[src/rtl/urd_tx_pkg.sv]
// Shared types and constants for the TX frame encoder.
// The optional padding feature is enabled by defining URD_TX_FENC_PAD_EN.
package urd_tx_pkg;

  localparam int unsigned TX_LEN_W       = 14;
  localparam int unsigned TX_DATA_W      = 64;
  localparam int unsigned TX_MIN_FRAME   = 60;
  localparam int unsigned HDR_CONCAT_BIT = TX_LEN_W;
  localparam int unsigned HDR_RSVD_W     = TX_DATA_W - TX_LEN_W - 1;

  typedef enum logic [2:0] {
    ST_IDLE    = 3'd0,
    ST_HDR     = 3'd1,
    ST_PAYLOAD = 3'd2,
    ST_PAD     = 3'd3,
    ST_DONE    = 3'd4,
    ST_ERR     = 3'd5
  } state_e;

  // Header word layout: length in the low bits, concat flag just above it.
  typedef struct packed {
    logic [HDR_RSVD_W-1:0] rsvd;
    logic                  concat;
    logic [TX_LEN_W-1:0]   len;
  } hdr_t;

  typedef struct packed {
    logic       valid;
    logic       err;
    logic [7:0] id;
  } event_t;

endpackage

[src/rtl/urd_tx_fenc_word_cnt.sv]
// Loadable down-counter with a registered last-word flag.
// Counts payload words of a job and, when padding is enabled, pad words.
module urd_tx_fenc_word_cnt
  import urd_tx_pkg::*;
#(
  parameter int unsigned CNT_W = TX_LEN_W + 1
) (
  input  logic             clk,
  input  logic             rst_n,
  input  logic             load_i,
  input  logic [CNT_W-1:0] load_val_i,
  input  logic             dec_i,
  output logic             last_o
);

  logic [CNT_W-1:0] cnt_q;
  logic             last_q;

  // Load wins over decrement; last flag tracks cnt==1 without a comparator on the output.
  always_ff @(posedge clk) begin
    if (!rst_n) begin
      cnt_q  <= '0;
      last_q <= 1'b0;
    end else if (load_i) begin
      cnt_q  <= load_val_i;
      last_q <= (load_val_i == CNT_W'(1));
    end else if (dec_i && (cnt_q != '0)) begin
      cnt_q  <= cnt_q - CNT_W'(1);
      last_q <= (cnt_q == CNT_W'(2));
    end
  end

  assign last_o = last_q;

endmodule

[src/rtl/urd_tx_fenc_controller_fsm.sv]
// TX frame encoder controller: pops jobs, writes header + payload words into
// the TX FIFO, chains concatenated jobs into one frame, turns error jobs into
// error events. Optional minimum-frame padding under URD_TX_FENC_PAD_EN.
// FIFO-side handshakes are decoded from the registered state and the current
// cycle's space/dav inputs so that a write only ever happens in a cycle where
// the FIFO can take it.
module urd_tx_fenc_controller_fsm
  import urd_tx_pkg::*;
#(
  parameter int unsigned LEN_W  = TX_LEN_W,
  parameter int unsigned DATA_W = TX_DATA_W
`ifdef URD_TX_FENC_PAD_EN
  , parameter int unsigned MIN_FRAME = TX_MIN_FRAME
`endif
) (
  input  logic              clk,
  input  logic              rst_n,
  input  logic              job_valid,
  input  logic [LEN_W-1:0]  job_len,
  input  logic              job_concat,
  input  logic              job_err,
  input  logic [7:0]        job_err_id,
  output logic              job_pop,
  input  logic              pl_dav,
  input  logic [DATA_W-1:0] pl_data,
  output logic              pl_rd,
  input  logic              txf_space,
  output logic              txf_wr,
  output logic [DATA_W-1:0] txf_data,
  output logic              txf_sof,
  output logic              txf_eof,
  output logic              txf_abort,
  output logic              ev_valid,
  output logic              ev_err,
  output logic [7:0]        ev_id,
  output logic              busy
);

  localparam int unsigned CNT_W = LEN_W + 1;

  state_e           state_q, state_d;
  logic [LEN_W-1:0] len_q, len_d;
  logic             concat_q, concat_d;
  logic [7:0]       err_id_q, err_id_d;
  logic             in_frame_q, in_frame_d;

  logic             cnt_load, cnt_dec, cnt_last;
  logic [CNT_W-1:0] cnt_val;
  logic [CNT_W-1:0] job_words;
  logic             pad_needed;
  event_t           ev;

  assign job_words = CNT_W'((CNT_W'(len_q) + CNT_W'(7)) >> 3);

`ifdef URD_TX_FENC_PAD_EN
  localparam int unsigned PAD_WORDS = (MIN_FRAME + 7) / 8;

  logic [CNT_W-1:0] frame_bytes_q, frame_bytes_d;
  logic [CNT_W-1:0] frame_words_q, frame_words_d;
  logic [CNT_W:0]   bytes_sum;
  logic [CNT_W-1:0] pad_cnt;
  logic             good_pop;

  assign good_pop  = (state_q == ST_IDLE) && job_valid && !job_err;
  assign bytes_sum = {1'b0, frame_bytes_q} + (CNT_W + 1)'(job_len);

  // Frame byte total: restarts on the first job of a frame, saturates.
  always_comb begin
    frame_bytes_d = frame_bytes_q;
    if (good_pop) begin
      if (!in_frame_q) begin
        frame_bytes_d = CNT_W'(job_len);
      end else if (bytes_sum[CNT_W]) begin
        frame_bytes_d = '1;
      end else begin
        frame_bytes_d = bytes_sum[CNT_W-1:0];
      end
    end
  end

  // Payload words already in the frame, saturating at the pad target.
  always_comb begin
    frame_words_d = frame_words_q;
    if (good_pop && !in_frame_q) begin
      frame_words_d = '0;
    end else if ((state_q == ST_PAYLOAD) && pl_dav && txf_space &&
                 (frame_words_q < CNT_W'(PAD_WORDS))) begin
      frame_words_d = frame_words_q + CNT_W'(1);
    end
  end

  // Pad up to the target word count; at least one pad word so the eof is carried.
  assign pad_needed = !concat_q && (frame_bytes_q < CNT_W'(MIN_FRAME));
  assign pad_cnt    = (frame_words_d < CNT_W'(PAD_WORDS)) ?
                      (CNT_W'(PAD_WORDS) - frame_words_d) : CNT_W'(1);

  // Frame accumulators.
  always_ff @(posedge clk) begin
    if (!rst_n) begin
      frame_bytes_q <= '0;
      frame_words_q <= '0;
    end else begin
      frame_bytes_q <= frame_bytes_d;
      frame_words_q <= frame_words_d;
    end
  end
`else
  assign pad_needed = 1'b0;
`endif

  // State and job latches.
  always_ff @(posedge clk) begin
    if (!rst_n) begin
      state_q    <= ST_IDLE;
      len_q      <= '0;
      concat_q   <= 1'b0;
      err_id_q   <= '0;
      in_frame_q <= 1'b0;
    end else begin
      state_q    <= state_d;
      len_q      <= len_d;
      concat_q   <= concat_d;
      err_id_q   <= err_id_d;
      in_frame_q <= in_frame_d;
    end
  end

  // Next state, FIFO handshakes and event generation.
  always_comb begin
    state_d    = state_q;
    len_d      = len_q;
    concat_d   = concat_q;
    err_id_d   = err_id_q;
    in_frame_d = in_frame_q;
    job_pop    = 1'b0;
    pl_rd      = 1'b0;
    txf_wr     = 1'b0;
    txf_data   = '0;
    txf_sof    = 1'b0;
    txf_eof    = 1'b0;
    txf_abort  = 1'b0;
    ev         = '0;
    cnt_load   = 1'b0;
    cnt_val    = '0;
    cnt_dec    = 1'b0;

    case (state_q)
      ST_IDLE: begin
        if (job_valid && rst_n) begin
          job_pop  = 1'b1;
          len_d    = job_len;
          concat_d = job_concat;
          err_id_d = job_err_id;
          state_d  = job_err ? ST_ERR : ST_HDR;
        end
      end

      ST_HDR: begin
        if (txf_space) begin
          txf_wr   = 1'b1;
          txf_data = DATA_W'({concat_q, len_q});
          txf_sof  = !in_frame_q;
          cnt_load = 1'b1;
          if (len_q == '0) begin
            txf_eof = !concat_q && !pad_needed;
            state_d = ST_DONE;
`ifdef URD_TX_FENC_PAD_EN
            if (pad_needed) begin
              cnt_val = pad_cnt;
              state_d = ST_PAD;
            end
`endif
          end else begin
            cnt_val = job_words;
            state_d = ST_PAYLOAD;
          end
        end
      end

      ST_PAYLOAD: begin
        if (pl_dav && txf_space) begin
          pl_rd    = 1'b1;
          txf_wr   = 1'b1;
          txf_data = pl_data;
          cnt_dec  = 1'b1;
          if (cnt_last) begin
            txf_eof = !concat_q && !pad_needed;
            state_d = ST_DONE;
`ifdef URD_TX_FENC_PAD_EN
            if (pad_needed) begin
              cnt_load = 1'b1;
              cnt_val  = pad_cnt;
              state_d  = ST_PAD;
            end
`endif
          end
        end
      end

`ifdef URD_TX_FENC_PAD_EN
      ST_PAD: begin
        if (txf_space) begin
          txf_wr  = 1'b1;
          cnt_dec = 1'b1;
          if (cnt_last) begin
            txf_eof = 1'b1;
            state_d = ST_DONE;
          end
        end
      end
`endif

      ST_DONE: begin
        ev.valid   = 1'b1;
        in_frame_d = concat_q;
        state_d    = ST_IDLE;
      end

      ST_ERR: begin
        ev.valid   = 1'b1;
        ev.err     = 1'b1;
        ev.id      = err_id_q;
        txf_abort  = in_frame_q;
        in_frame_d = 1'b0;
        state_d    = ST_IDLE;
      end

      default: begin
        state_d = ST_IDLE;
      end
    endcase
  end

  urd_tx_fenc_word_cnt #(
    .CNT_W(CNT_W)
  ) u_word_cnt (
    .clk       (clk),
    .rst_n     (rst_n),
    .load_i    (cnt_load),
    .load_val_i(cnt_val),
    .dec_i     (cnt_dec),
    .last_o    (cnt_last)
  );

  assign ev_valid = ev.valid;
  assign ev_err   = ev.err;
  assign ev_id    = ev.id;
  assign busy     = (state_q != ST_IDLE);

endmodule

[config.mk]
export PLATFORM = sky130hd
export DESIGN_NAME = urd_tx_fenc_controller_fsm
export DESIGN_NICKNAME = d
export VERILOG_FILES = /design/src/rtl/urd_tx_pkg.sv /design/src/rtl/urd_tx_fenc_word_cnt.sv /design/src/rtl/urd_tx_fenc_controller_fsm.sv
export SDC_FILE = /design/constraint.sdc
export NUM_CORES = 1
export LEC_CHECK = 0
export ABC_CLOCK_PERIOD_IN_PS = 2700
export BUFFER_PORTS_ARGS = -buffer_cell sky130_fd_sc_hd__buf_2
export CORE_UTILIZATION = 35
export DETAILED_ROUTE_END_ITERATION = 8
export PLACE_DENSITY = 0.78
export SYNTH_ARGS = -nofsm -noshare
export SYNTH_HDL_FRONTEND = slang
export SYNTH_HIERARCHICAL = 1
export SYNTH_SLANG_ARGS = --single-unit
[constraint.sdc]
create_clock -name clk -period 2.7 [get_ports clk]
set_clock_uncertainty 0.05 [all_clocks]
set_input_delay 0.27 -clock clk [delete_from_list [all_inputs] [get_ports clk]]
set_output_delay 0.27 -clock clk [all_outputs]
set_load 0.005 [all_outputs]
Yosys cells after proc, flatten, opt, wreduce, memory -nomap -nowiden --
Index checks and enable logic that the tools add are counted.
Storage, ports and cells: bits in registers 43, logic and storage cells 68, input bits 93
Cells by class: reductions and logical operators 14, add/subtract/negate cells 2, muxes and demuxes 35, equality and inequality tests 10
Operators by type and width (number):
- $pmux W64 S2 | 1
- $mux W64 | 1
- $mux W15 | 3
- $mux W12 | 3
- $mux W3 | 6
- $mux W1 | 16
- $add A14 B3 Y15 const B | 1
- $eq A15 B2 Y1 const B | 1
- $reduce_bool A15 Y1 | 1
- $sub A15 B1 Y15 const B | 1
- $logic_not A14 Y1 | 1
- $eq A12 B1 Y1 const B | 1
- $mux W9 | 1
- $pmux W3 S3 | 1
- $eq A3 B3 Y1 const B | 2
- $ne A2 B2 Y1 const B | 3
- $pmux W1 S2 | 3
- $reduce_and A4 Y1 | 1
- $reduce_bool A2 Y1 | 2
- $eq A3 B1 Y1 const B | 1
- $eq A3 B2 Y1 const B | 1
- $logic_and A1 B1 Y1 | 3
- $logic_not A3 Y1 | 1
- $reduce_bool A3 Y1 | 1
- other kinds (4) | 5

Logic depth before layout (Yosys ltp) --
depth after elaboration 6, depth in mapped cells 10, mapped depth without buffers 9

Modules after synthesis --
The synthesis kept the hierarchy.
Modules (own cells, without submodules):
- urd_tx_fenc_controller_fsm | area each 1954.4 um2, times used 1, cells an instance 263
- urd_tx_fenc_word_cnt | area each 1016.0 um2, times used 1, cells an instance 120

Worst setup path after synthesis --
No wires, ideal clock.
path kind register to register, start register state_q[0], end register u_word_cnt.cnt_q[12], period minus slack after synthesis 2.230 ns, slack 0.470 ns, stages on the path, launching flop included 9, setup time 0.133 ns, data arrival time 2.047 ns, path buffers 1, cells stage by stage dfxtp_1 nor2_1 and4_1 clkbuf_1 nor3b_1 nand4_1 nor4_1 xnor2_1 a21oi_1
On the way: cells in the longest elaborated chain, start to end 4, elaborated cells on any way between the ends 7, classes of those cells eq/ne (2); mux (3); reduce/logical (2)
Ends and longest elaborated chain:
- start, declared | line urd_tx_fenc_controller_fsm.sv:41 | state_e state_q, state_d;
- start signal, assigned | line urd_tx_fenc_controller_fsm.sv:120 | state_q <= state_d;
- $eq A3 B2 Y1
- $mux W1
- net pl_rd | line urd_tx_fenc_controller_fsm.sv:26 | output logic pl_rd,
- $logic_and A1 B1 Y1 | line urd_tx_fenc_word_cnt.sv:27 | end else if (dec_i && (cnt_q != '0)) begin
- $reduce_bool A2 Y1 (no line)
- end signal, assigned | line urd_tx_fenc_word_cnt.sv:25 | cnt_q <= load_val_i;
- end signal, assigned | line urd_tx_fenc_word_cnt.sv:28 | cnt_q <= cnt_q - CNT_W'(1);
- end, declared | line urd_tx_fenc_word_cnt.sv:16 | logic [CNT_W-1:0] cnt_q;
The timed path passes the listed nets, and every way through them passes these cells. A chain may end at the register's enable or synchronous reset.

Worst setup path in the final report --
start register state_q[0], end output txf_eof
On the way: cells in the longest elaborated chain, start to end 2, elaborated cells on any way between the ends 3, classes of those cells eq/ne (2); mux (1)
Ends and longest elaborated chain:
- $eq A3 B2 Y1 or $eq A3 B1 Y1 (tied branches) | line urd_tx_fenc_controller_fsm.sv:147 | case (state_q)
- $pmux W1 S2 * | line urd_tx_fenc_controller_fsm.sv:147
- end, declared | line urd_tx_fenc_controller_fsm.sv:31 | output logic txf_eof,
Every way passes the cells marked *; elsewhere a longest branch is shown, timed or not.

==> flow_summary.html <==
<table>
<tr><th>Metric</th><th>Value</th></tr>
<tr><th colspan="2">Outcome</th></tr>
<tr><td>Status</td><td>completed</td></tr>
<tr><th colspan="2">Yosys</th></tr>
<tr><td>Number of distinct library cell variants in the gate-level netlist after synthesis</td><td>between 50 and 60</td></tr>
<tr><td>Leading cell types by total area after synthesis</td><td>sky130_fd_sc_hd__dfxtp_1, sky130_fd_sc_hd__and2_1, sky130_fd_sc_hd__nand2_1, sky130_fd_sc_hd__nand3_1, sky130_fd_sc_hd__a22o_1</td></tr>
<tr><td>Area fraction of the dominant cell type after synthesis</td><td>29.0%</td></tr>
<tr><td>Syn_area_per_cell</td><td>7.76 um^2</td></tr>
<tr><td>Netlist Area Pre-Place</td><td>0.00297 mm^2</td></tr>
<tr><td>Sequential area share after synthesis</td><td>29.0%</td></tr>
<tr><td>Post-synth top area cell</td><td>sky130_fd_sc_hd__dfxtp_1</td></tr>
<tr><td>Syn. warnings</td><td>6</td></tr>
<tr><td>Number of storage elements in the synthesis netlist</td><td>43</td></tr>
<tr><td>Number of instances in the synthesized netlist</td><td>383</td></tr>
<tr><td>Asr flop ratio synth</td><td>0%</td></tr>
<tr><td>Number of enable flip-flop cells after synthesis</td><td>0</td></tr>
<tr><td>Top_reg_cell synth</td><td>sky130_fd_sc_hd__dfxtp_1</td></tr>
<tr><td>Cell types with the highest counts after synthesis</td><td>sky130_fd_sc_hd__nand2_1, sky130_fd_sc_hd__and2_1, sky130_fd_sc_hd__dfxtp_1, sky130_fd_sc_hd__nand3_1</td></tr>
<tr><td>Cell with the most instances after synthesis</td><td>sky130_fd_sc_hd__nand2_1</td></tr>
<tr><th colspan="2">Drt</th></tr>
<tr><td>Post-route ant nets</td><td>0</td></tr>
<tr><td>DR WL/cell</td><td>13.8 um</td></tr>
<tr><td>Total DRC errors in the routed layout</td><td>0</td></tr>
<tr><td>Pre-antenna DRT Iters</td><td>4</td></tr>
<tr><td>Number of DRC violations after detailed-routing iteration 0</td><td>roughly 170</td></tr>
<tr><td>Via density</td><td>5.05</td></tr>
<tr><td>Routed WL</td><td>between 9000 and 10,000 um</td></tr>
<tr><td>Vias post-DR</td><td>around 3,300</td></tr>
<tr><th colspan="2">Critical path</th></tr>
<tr><td>CP Cell Sequence</td><td>nor2_1 &gt; and4_2 &gt; buf_4 &gt; nand2_1 &gt; a21oi_2 &gt; buf_2</td></tr>
<tr><td>Class of the most critical setup path</td><td>reg2out</td></tr>
<tr><td>Slowest-stage cell, CP</td><td>sky130_fd_sc_hd__buf_4</td></tr>
<tr><td>Data arrival time of the worst path</td><td>2120 ps</td></tr>
<tr><td>Buffers &amp; Inverters on Critical Path</td><td>2</td></tr>
<tr><td>Maximum fanout along the worst path</td><td>70</td></tr>
<tr><td>Required @ worst endpoint</td><td>approximately 2400 ps</td></tr>
<tr><td>Largest incremental delay on the critical path</td><td>470 ps</td></tr>
<tr><td>Kind of cell with the highest combined delay on the critical path</td><td>simple AND/OR/NAND/NOR gates</td></tr>
<tr><td>Category of the worst setup path capture point</td><td>output port</td></tr>
<tr><td>Element type at the critical path start</td><td>register</td></tr>
<tr><th colspan="2">Global routing</th></tr>
<tr><td>Total track usage</td><td>19.5%</td></tr>
<tr><td>Wire length of the first global-routing pass</td><td>13,600 um</td></tr>
<tr><td>Number of antenna violations at the first check in global routing</td><td>0</td></tr>
<tr><td>Total congestion overflow after global routing</td><td>0</td></tr>
<tr><td>Maximum number of pins on one net before global-route repair</td><td>71</td></tr>
<tr><td>Vias in the first global route</td><td>2,818</td></tr>
<tr><th colspan="2">Die</th></tr>
<tr><td>Num rows</td><td>33</td></tr>
<tr><td>Die span in x</td><td>94.1 um</td></tr>
<tr><td>I/O pins</td><td>174</td></tr>
<tr><td>Die outline area</td><td>a little under 0.009 mm^2</td></tr>
<tr><td>Effective utilization at floorplan</td><td>36.2%</td></tr>
<tr><td>DIE HEIGHT</td><td>94.1 um</td></tr>
<tr><td>Core area</td><td>~0.0082 mm^2</td></tr>
<tr><th colspan="2">Clock tree</th></tr>
<tr><td>Hold_buf cts</td><td>0</td></tr>
<tr><td>Worst skew pair latency</td><td>roughly 300 ps</td></tr>
<tr><td>CTS Root Cell</td><td>sky130_fd_sc_hd__clkbuf_8</td></tr>
<tr><td>Number of H-tree levels</td><td>2</td></tr>
<tr><td>Clock sinks</td><td>43</td></tr>
<tr><td>Clock-pin slew reported for the worst setup and hold paths after clock tree synthesis</td><td>about 80 ps</td></tr>
<tr><td>Setup bufs post-CTS</td><td>0</td></tr>
<tr><td>TritonCTS Buffers</td><td>5</td></tr>
<tr><td>Quantity of gates resized following cts</td><td>0</td></tr>
<tr><td>TritonCTS clock tree</td><td>built</td></tr>
<tr><td>Buffer depth of the longest clock path</td><td>2</td></tr>
<tr><th colspan="2">STA</th></tr>
<tr><td>Total negative slack</td><td>0 ps</td></tr>
<tr><td>Count of endpoints failing hold in the final timing report</td><td>0</td></tr>
<tr><td>Worst rel slew slack</td><td>58.0%</td></tr>
<tr><td>Final-report max-slew violation count</td><td>0</td></tr>
<tr><td>Transition time of the tightest slew-check pin</td><td>629 ps</td></tr>
<tr><td>Max Freq</td><td>410 MHz</td></tr>
<tr><td>Final clock period utilization by the worst path</td><td>90.4%</td></tr>
<tr><td>RSZ-0062 raised after global routing</td><td>no</td></tr>
<tr><td>Post-layout minimum cycle time</td><td>2440 ps</td></tr>
<tr><td>Setup-failing EPs final</td><td>0</td></tr>
<tr><th colspan="2">Cells and area</th></tr>
<tr><td>Layout filler cell count</td><td>792</td></tr>
<tr><td>Multi-input gate area in the final layout</td><td>0.00196 mm^2</td></tr>
<tr><td>Area occupied by registers</td><td>861 um^2</td></tr>
<tr><td>Share of layout cells above drive strength 1</td><td>39.7%</td></tr>
<tr><td>Final antenna diode count</td><td>0</td></tr>
<tr><td>Final instance area</td><td>just under 0.004 mm^2</td></tr>
<tr><td>Area growth syn-to-layout</td><td>33.6%</td></tr>
<tr><td>Total Nets Final</td><td>641</td></tr>
<tr><th colspan="2">Flow run</th></tr>
<tr><td>Total of max-cap violations</td><td>0</td></tr>
<tr><th colspan="2">Placed design</th></tr>
<tr><td>Number of buffers added on ports</td><td>173</td></tr>
<tr><td>Instance area after placement</td><td>0.00388 mm^2</td></tr>
<tr><td>Final estimated routing congestion in global placement</td><td>0.868</td></tr>
<tr><td>Hpwl dp</td><td>6820 um</td></tr>
<tr><th colspan="2">Power</th></tr>
<tr><td>Leakage power</td><td>2.04 nW</td></tr>
<tr><td>PwrDens</td><td>389 mW/mm^2</td></tr>
<tr><td>Max VDD drop</td><td>0.240 mV</td></tr>
<tr><th colspan="2">Worst hold path</th></tr>
<tr><td>Type of the most critical hold path</td><td>in2reg</td></tr>
</table>
[worst paths after layout]
kind	start	to	slack [ps]	cells after the start
hold / removal	job_len[7]	len_q[7]$_SDFFE_PN0P_	100	3
setup reg to reg	state_q[0]$_SDFFE_PN0P_	u_word_cnt/cnt_q[0]$_SDFFE_PN0P_	300	7
setup / recovery	state_q[0]$_SDFFE_PN0P_	txf_eof	260	6
hold reg to reg	err_id_q[3]$_SDFFE_PN0P_	err_id_q[3]$_SDFFE_PN0P_	400	2
[through the flow]
step	utilization [%]	instances	setup WS (ps)	hold slack (ps)	power (mW)
finish	48.3	651	260	102	1.54
global route	48.3	651	20.9	111	1.63
CTS	48.3	651	249	94.8	1.55
detailed placement	47.3	644	338	391	1.15
global placement	47.3	644	441	388	1.15
floorplan	-	387	470	319	1.01
[worst reg2reg max path: stages, from the launching register on]
cell	delay, ps
sky130_fd_sc_hd__dfxtp_1	440
sky130_fd_sc_hd__nor2_1	230
sky130_fd_sc_hd__and4_2	260
sky130_fd_sc_hd__buf_4	470
sky130_fd_sc_hd__inv_1	210
sky130_fd_sc_hd__a21oi_2	320
sky130_fd_sc_hd__xnor2_1	110
sky130_fd_sc_hd__o211a_1	210
[power by group]
group / switching (mW) / internal (mW)
clock network: 0.225 / 0.177
registers: 0.0692 / 0.684
logic: 0.214 / 0.175
total: 0.507 / 1.04
[cell families after synthesis]
family | share of synthesized area (%)
and+or+nand+nor | 43.6
AOI/OAI and AO/OA | 14.7
DFF | 29.0
buffers and inverters | 5.52
xor gates and xnor gates | 5.60
adders and majority gates | 0.842
muxes | 0.674
other | 0.126
[routing by layer]
metal	GRT usage (%)	up-vias	share of wire (%)
li1	-	1653	-
met1	27.5	1521	45
met2	30.0	100	48
met3	4.13	11	6.1
met4	4.74	0	1.0
met5	0	-	0
[state kept, by name (all words and copies together) (netlist names)]
| register | flops |
|---|---|
| err_id_q | 8 |
| u_word_cnt/cnt_q | 15 |
| len_q | 14 |
| concat_q | 1 |
| u_word_cnt/last_o | 1 |
| in_frame_q | 1 |
| state_q | 3 |
[cells in the final DEF (no fill, tap or decap), types with 4 or more instances in the layout]
cell / n
sky130_fd_sc_hd__or3_1: 5
sky130_fd_sc_hd__nor4_1: 7
sky130_fd_sc_hd__a211oi_1: 5
sky130_fd_sc_hd__nand3_1: 32
sky130_fd_sc_hd__clkbuf_8: 5
sky130_fd_sc_hd__dfxtp_1: 43
sky130_fd_sc_hd__nor2_2: 10
sky130_fd_sc_hd__a21oi_1: 10
sky130_fd_sc_hd__and3_1: 10
sky130_fd_sc_hd__xnor2_1: 12
sky130_fd_sc_hd__a22o_1: 14
sky130_fd_sc_hd__and2_1: 50
sky130_fd_sc_hd__nand4_1: 4
sky130_fd_sc_hd__buf_4: 4
sky130_fd_sc_hd__nor3_1: 4
sky130_fd_sc_hd__nor2_1: 11
sky130_fd_sc_hd__o21ai_0: 14
sky130_fd_sc_hd__buf_2: 173
sky130_fd_sc_hd__xor2_1: 7
sky130_fd_sc_hd__conb_1: 5
sky130_fd_sc_hd__nand2_1: 60
sky130_fd_sc_hd__inv_1: 7
[cell type report]
type | instances | area share [%]
Timing Repair Buffer | 177 | 22.6
Clock inverter | 2 | 0.347
Tap cell | 105 | 3.31
Multi-Input combinational cell | 311 | 49.4
Clock buffer | 5 | 1.73
Sequential cell | 43 | 21.7
Inverter | 8 | 0.883
Note: power is estimated with default switching activity, not from simulation.
